[config.mk]
export PLATFORM = sky130hd
export DESIGN_NAME = phy_cfg
export DESIGN_NICKNAME = d
export VERILOG_FILES = /design/src/rtl/phy_cfg.sv
export SDC_FILE = /design/constraint.sdc
export NUM_CORES = 1
export LEC_CHECK = 0
export BUFFER_PORTS_ARGS = -buffer_cell sky130_fd_sc_hd__buf_4
export CAP_MARGIN = 40
export CORE_UTILIZATION = 27
export CTS_BUF_LIST = sky130_fd_sc_hd__clkbuf_4 sky130_fd_sc_hd__clkbuf_8
export DETAILED_ROUTE_END_ITERATION = 10
export GPL_ROUTABILITY_DRIVEN = 0
export PLACE_DENSITY = 0.44
export SETUP_SLACK_MARGIN = 0.4
export SLEW_MARGIN = 15
export SYNTH_ARGS = -nofsm -noshare
export SYNTH_HDL_FRONTEND = slang
export SYNTH_SLANG_ARGS = --single-unit
[constraint.sdc]
create_clock -name clock -period 4.7 [get_ports clock]
set_input_delay 0.47 -clock clock [delete_from_list [all_inputs] [get_ports clock]]
set_output_delay 0.47 -clock clock [all_outputs]
set_load 0.005 [all_outputs]
[src/rtl/phy_cfg.sv]
`default_nettype none
// ============================================================================
// phy_cfg : programs PHY advertisement/control over MDIO, then polls link/speed
// Revision: 1.0
// ============================================================================
module phy_cfg #(
  parameter int unsigned POLL_DIV = 250000,
  parameter int unsigned TIMEOUT  = 127
) (
  input  logic        clock,
  input  logic        reset,
  input  logic        allow_1gbit,
  output logic [4:0]  addr,
  output logic [15:0] wr_data,
  output logic        rd_request,
  output logic        wr_request,
  input  logic        ready,
  input  logic [15:0] rd_data,
  output logic        link_up,
  output logic [1:0]  speed,
  output logic        config_done,
  output logic        mdio_fault
);

  typedef enum logic [1:0] {
    S_ISSUE     = 2'd0,
    S_ACCEPT    = 2'd1,
    S_DONE      = 2'd2,
    S_POLL_WAIT = 2'd3
  } state_t;

  localparam logic [23:0] POLL_LOAD = 24'(POLL_DIV - 1);
  localparam logic [7:0]  TO_LAST   = 8'(TIMEOUT - 1);

  state_t      state_q, state_d;
  logic [1:0]  step_q, step_d;
  logic [4:0]  addr_q, addr_d;
  logic [15:0] wr_data_q, wr_data_d;
  logic        rd_req_q, rd_req_d;
  logic        wr_req_q, wr_req_d;
  logic        link_up_q, link_up_d;
  logic [1:0]  speed_q, speed_d;
  logic        config_done_q, config_done_d;
  logic        mdio_fault_q, mdio_fault_d;
  logic [23:0] poll_cnt_q, poll_cnt_d;
  logic [7:0]  to_cnt_q, to_cnt_d;
  logic        allow_q, allow_d;
  logic        pending_q, pending_d;

  logic [4:0]  step_addr;
  logic [15:0] step_wdata;
  logic        enter_issue;
  logic        fault;
  logic        timed_out;

  // rd_data bits outside the link and speed fields are not decoded
  logic        unused_rd_bits;
  assign unused_rd_bits = ^{rd_data[13:3], rd_data[1:0]};

  always_comb begin
    step_addr  = 5'd0;
    step_wdata = 16'h0000;
    case (step_q)
      2'd0: begin
        step_addr  = 5'd9;
        step_wdata = allow_q ? 16'h0300 : 16'h0000;
      end
      2'd1: begin
        step_addr  = 5'd0;
        step_wdata = 16'h1200;
      end
      2'd2:    step_addr = 5'd1;
      default: step_addr = 5'd17;
    endcase
  end

  always_comb begin
    state_d       = state_q;
    step_d        = step_q;
    addr_d        = addr_q;
    wr_data_d     = wr_data_q;
    rd_req_d      = rd_req_q;
    wr_req_d      = wr_req_q;
    link_up_d     = link_up_q;
    speed_d       = speed_q;
    config_done_d = config_done_q;
    mdio_fault_d  = mdio_fault_q;
    poll_cnt_d    = poll_cnt_q;
    to_cnt_d      = 8'd0;
    allow_d       = allow_1gbit;
    pending_d     = pending_q | (allow_q != allow_1gbit);
    enter_issue   = 1'b0;
    fault         = 1'b0;
    timed_out     = (to_cnt_q == TO_LAST);

    case (state_q)
      S_ISSUE: begin
        if (ready) begin
          state_d   = S_ACCEPT;
          addr_d    = step_addr;
          wr_data_d = step_wdata;
          wr_req_d  = ~step_q[1];
          rd_req_d  = step_q[1];
        end
      end
      S_ACCEPT: begin
        if (!ready) begin
          state_d  = S_DONE;
          rd_req_d = 1'b0;
          wr_req_d = 1'b0;
        end else if (timed_out) begin
          fault = 1'b1;
        end else begin
          to_cnt_d = to_cnt_q + 8'd1;
        end
      end
      S_DONE: begin
        if (ready) begin
          case (step_q)
            2'd0: step_d = 2'd1;
            2'd1: begin
              step_d        = 2'd2;
              config_done_d = 1'b1;
            end
            2'd2: begin
              step_d    = 2'd3;
              link_up_d = rd_data[2];
            end
            default: begin
              step_d     = 2'd2;
              state_d    = S_POLL_WAIT;
              poll_cnt_d = POLL_LOAD;
              // A reserved speed code keeps the previous speed
              if (!link_up_q)
                speed_d = 2'b00;
              else if (rd_data[15:14] != 2'b11)
                speed_d = rd_data[15:14];
            end
          endcase
          if (step_q != 2'd3) begin
            state_d     = S_ISSUE;
            enter_issue = 1'b1;
          end
        end else if (timed_out) begin
          fault = 1'b1;
        end else begin
          to_cnt_d = to_cnt_q + 8'd1;
        end
      end
      default: begin
        if (poll_cnt_q == 24'd0) begin
          state_d     = S_ISSUE;
          enter_issue = 1'b1;
        end else begin
          poll_cnt_d = poll_cnt_q - 24'd1;
        end
      end
    endcase

    if (enter_issue && pending_d) begin
      step_d        = 2'd0;
      config_done_d = 1'b0;
      pending_d     = 1'b0;
    end

    if (fault) begin
      state_d       = S_ISSUE;
      step_d        = 2'd0;
      rd_req_d      = 1'b0;
      wr_req_d      = 1'b0;
      mdio_fault_d  = 1'b1;
      link_up_d     = 1'b0;
      config_done_d = 1'b0;
      pending_d     = 1'b0;
    end
  end

  always_ff @(posedge clock) begin
    if (reset) begin
      state_q       <= S_ISSUE;
      step_q        <= 2'd0;
      addr_q        <= 5'd0;
      wr_data_q     <= 16'h0000;
      rd_req_q      <= 1'b0;
      wr_req_q      <= 1'b0;
      link_up_q     <= 1'b0;
      speed_q       <= 2'b00;
      config_done_q <= 1'b0;
      mdio_fault_q  <= 1'b0;
      poll_cnt_q    <= 24'd0;
      to_cnt_q      <= 8'd0;
      pending_q     <= 1'b0;
    end else begin
      state_q       <= state_d;
      step_q        <= step_d;
      addr_q        <= addr_d;
      wr_data_q     <= wr_data_d;
      rd_req_q      <= rd_req_d;
      wr_req_q      <= wr_req_d;
      link_up_q     <= link_up_d;
      speed_q       <= speed_d;
      config_done_q <= config_done_d;
      mdio_fault_q  <= mdio_fault_d;
      poll_cnt_q    <= poll_cnt_d;
      to_cnt_q      <= to_cnt_d;
      pending_q     <= pending_d;
    end
  end

  // Tracks the input through reset so a level held across reset is not seen as a change
  always_ff @(posedge clock) begin
    allow_q <= allow_d;
  end

  assign addr        = addr_q;
  assign wr_data     = wr_data_q;
  assign rd_request  = rd_req_q;
  assign wr_request  = wr_req_q;
  assign link_up     = link_up_q;
  assign speed       = speed_q;
  assign config_done = config_done_q;
  assign mdio_fault  = mdio_fault_q;

endmodule
`default_nettype wire

==> impl_metrics.py <==
metrics = {
    "cts": {
        "root_buffer": "clkbuf_8",
        "cts_resized": 0,
        "clk_latency_ps": 310,
        "cts_num_sinks": 51,
        "htree_levels": 2,
        "cts_made_buffers": 5,
        "cts_setup_buffers": 0,
        "clk_pin_slew_ps": 100,
        "clock_path_buffers": 2,
        "postCtsHoldBufs": 0,
        "cts_tree": "done",
    },
    "placed_design": {
        "io_buffers": 19,
        "detailedPlace.worstSlack_ps": 2180,
        "dp_hpwl_um": 4130,
        "dp.cells": 444,
    },
    "drt": {
        "routed_wl_um": 5800,
        "wl_per_cell_um": 12.8,
        "dr.first_iter.drc_count": 54,
        "ant_nets": 0,
        "via_per_inst": 4.84,
        "drc_errors": 0,
        "dr.pass1.iters": 4,
        "vias": 2188,
    },
    "pwr": {
        "powerDensity_nw_per_um2": 759,
        "p_clk_share_pct": 11.9,
        "sequentialPowerShare_pct": 31.4,
        "switching_share_pct": 48.7,
        "power_frac_comb_pct": 56.7,
        "p_leak_nw": 1.12,
        "p_switching_mw": 1.08,
        "internal-power_mw": 1.14,
        "max-vdd-ir-drop_mv": 0.294,
    },
    "critical_path": {
        "path_class": "flip-flop to flip-flop",
        "critPathMaxFanout": 14,
        "worst_setup_path_end_kind": "flip-flop",
        "arrival_ps": 2770,
        "cp-start-kind": "flip-flop",
        "required_ps": 4960,
    },
    "sta": {
        "fin_crit_ps": 2510,
        "setup_slack_ps": 2190,
        "worst_pin_slew_ps": 817,
        "setup_viol": 0,
        "slew_violations": 0,
        "slew_headroom_pct": 45.5,
        "finalCritPeriodShare_pct": 53.3,
        "hold_violations": 0,
        "rsz0062_at_grt": "no",
        "fin_worst_skew_ps": 3.88,
        "fmax_mhz": 399,
        "finalSetupTns_ps": 0,
    },
    "logic_synthesis": {
        "ys_warn_count": 0,
        "avgSynthCellArea_um2": 8.60,
        "yosysTopAreaCell": "dfxtp_1",
        "synth-edff-count": 0,
        "syn_inst": 311,
        "synth_seq_area_share_pct": 38.2,
        "netlist_area_um2": 2680,
        "yosys.area.top_type_share_pct": 38.2,
        "synth_seq_cells": 51,
        "synth_area_leaders": "dfxtp_1 38%, nor2_1 5.3%, a21oi_1 5.2%",
        "async_flop_share_pct": 0,
        "dominantRegCellSynth": "dfxtp_1",
        "synth_cell_type_count": 51,
    },
    "finish": {
        "drive_gt1_share_pct": 12.7,
        "seq_area_um2": 1020,
        "fin_nets": 350,
        "fin_cells": 452,
        "diodes": 0,
        "area_growth_pct": 9.64,
        "fill_cells": 1012,
        "multi_input_area_um2": 1490,
    },
    "grt": {
        "grt_max_degree": 25,
        "grt.overflow.total": 0,
        "antenna_found_initial": 0,
        "grt_use_total_pct": 12.0,
        "grt_pass1_wl_um": 9760,
        "grt_pass1_vias": 1930,
    },
    "outcome": {
        "status": "complete, no violations",
    },
    "die": {
        "die_area_um2": 10300,
        "die_h_um": 102,
        "io_pins": 48,
        "core_um2": 9420,
        "rows": 35,
        "initial_core_util_pct": 28.4,
        "fp.dieW_um": 102,
    },
    "min_path": {
        "hold_path.class": "input pin to flip-flop",
    },
    "run": {
        "cap_viol_max_count": 0,
    },
}
## worst paths after layout
| path | start | to | slack, ps | cells past startpoint |
|---|---|---|---|---|
| setup / recovery | state_q[0]$_SDFFE_PP0P_ | poll_cnt_q[10]$_SDFFE_PP0P_ | 2190 | 7 |
| hold / removal | allow_1gbit | allow_q$_DFF_P_ | 270 | 1 |
| setup reg to reg | state_q[0]$_SDFFE_PP0P_ | poll_cnt_q[10]$_SDFFE_PP0P_ | 2190 | 7 |
| hold reg to reg | speed[1]$_SDFFE_PP0P_ | speed[1]$_SDFFE_PP0P_ | 490 | 2 |
## logic make-up after synthesis
family          Yosys count  synth area share [%]
buf+inv                  37                  8.09
xor+xnor                 12                  3.93
fa+ha+maj                 8                  3.74
flops                    51                  38.2
compound gates           67                  16.7
mux                       4                  1.50
simple gates            131                  27.8
other cells               1                 0.140
## cells in the mapped netlist (all sizes together), types with 2 or more instances
cell and count:
dfxtp 51, nor2 38, a21oi 30, buf 22
nor3 15, nand2 12, nand3 11, or3 11
xor2 9, ha 8, inv 8, o21ai 8
or4 8, clkbuf 7, nand4 7, o31ai 7
a211oi 6, nor4 6, mux2i 4, nor3b 4
or2 4, a2111oi 3, and3 3, and4 3
nand2b 3, xnor2 3, a311oi 2, and2 2
o211ai 2, or3b 2
## critical path: stages, from the launching register on
cell     delay (ps)
dfxtp_1         420
inv_1            90
ha_1            320
nand4_1         320
or2_2           260
nand2_1         350
or4_1           610
nand2_1          70
## through the flow
step                      power (mW)  cell area [um^2]  hold WS [ps]  util [%]
after detailed placement        1.96              2850           477      30.2
final                           2.23              2930           272      31.1
after floorplan                 1.73              2730           447         -
after global placement          1.96              2850           465      30.2
after CTS                       2.25              2930           268      31.1
after global routing            2.45              2930           257      31.1
## power by group through the flow
stage / combinational, mW / sequential [mW] / clock (mW)
after detailed placement: 1.26 / 0.706 / 0
after global routing: 1.44 / 0.723 / 0.293
after CTS: 1.27 / 0.698 / 0.276
final: 1.26 / 0.699 / 0.265
after global placement: 1.26 / 0.704 / 0
after floorplan: 1.06 / 0.670 / 0
## metal layers
metal | GRT usage, % | vias up | share of wire [%]
met5 | 0 | - | 0
met4 | 3.34 | 0 | 0.71
met3 | 2.83 | 4 | 2.5
met2 | 18.5 | 29 | 45
met1 | 16.7 | 1035 | 51
li1 | - | 1120 | -
## flip-flops by register name (all words and copies together), names as in the netlist, 2 cells and up
register,cells
poll_cnt_q,24
to_cnt_q,8
addr,3
wr_data,3
speed,2
state_q,2
step_q,2
## area by class of cell
type	count	area share (%)
clock buffer	5	2.35
tap	129	5.50
timing repair buffer	19	4.86
inverter	8	1.02
multi-input combinational	237	50.8
clock inverter	3	0.640
sequential	51	34.8
## placed cells by master, fill, tap and decap left out, drive strengths merged, types with 3 or more instances in the layout
cell / instances
a2111oi: 3
a211oi: 6
a21oi: 30
and3: 3
and4: 3
buf: 19
clkbuf: 5
conb: 15
dfxtp: 51
ha: 8
inv: 9
mux2i: 4
nand2: 12
nand2b: 3
nand3: 11
nand4: 7
nor2: 38
nor3: 15
nor3b: 4
nor4: 6
o21ai: 8
o31ai: 7
or2: 4
or3: 11
or4: 8
xnor2: 3
xor2: 9
Note: power is estimated with default switching activity, not from simulation.
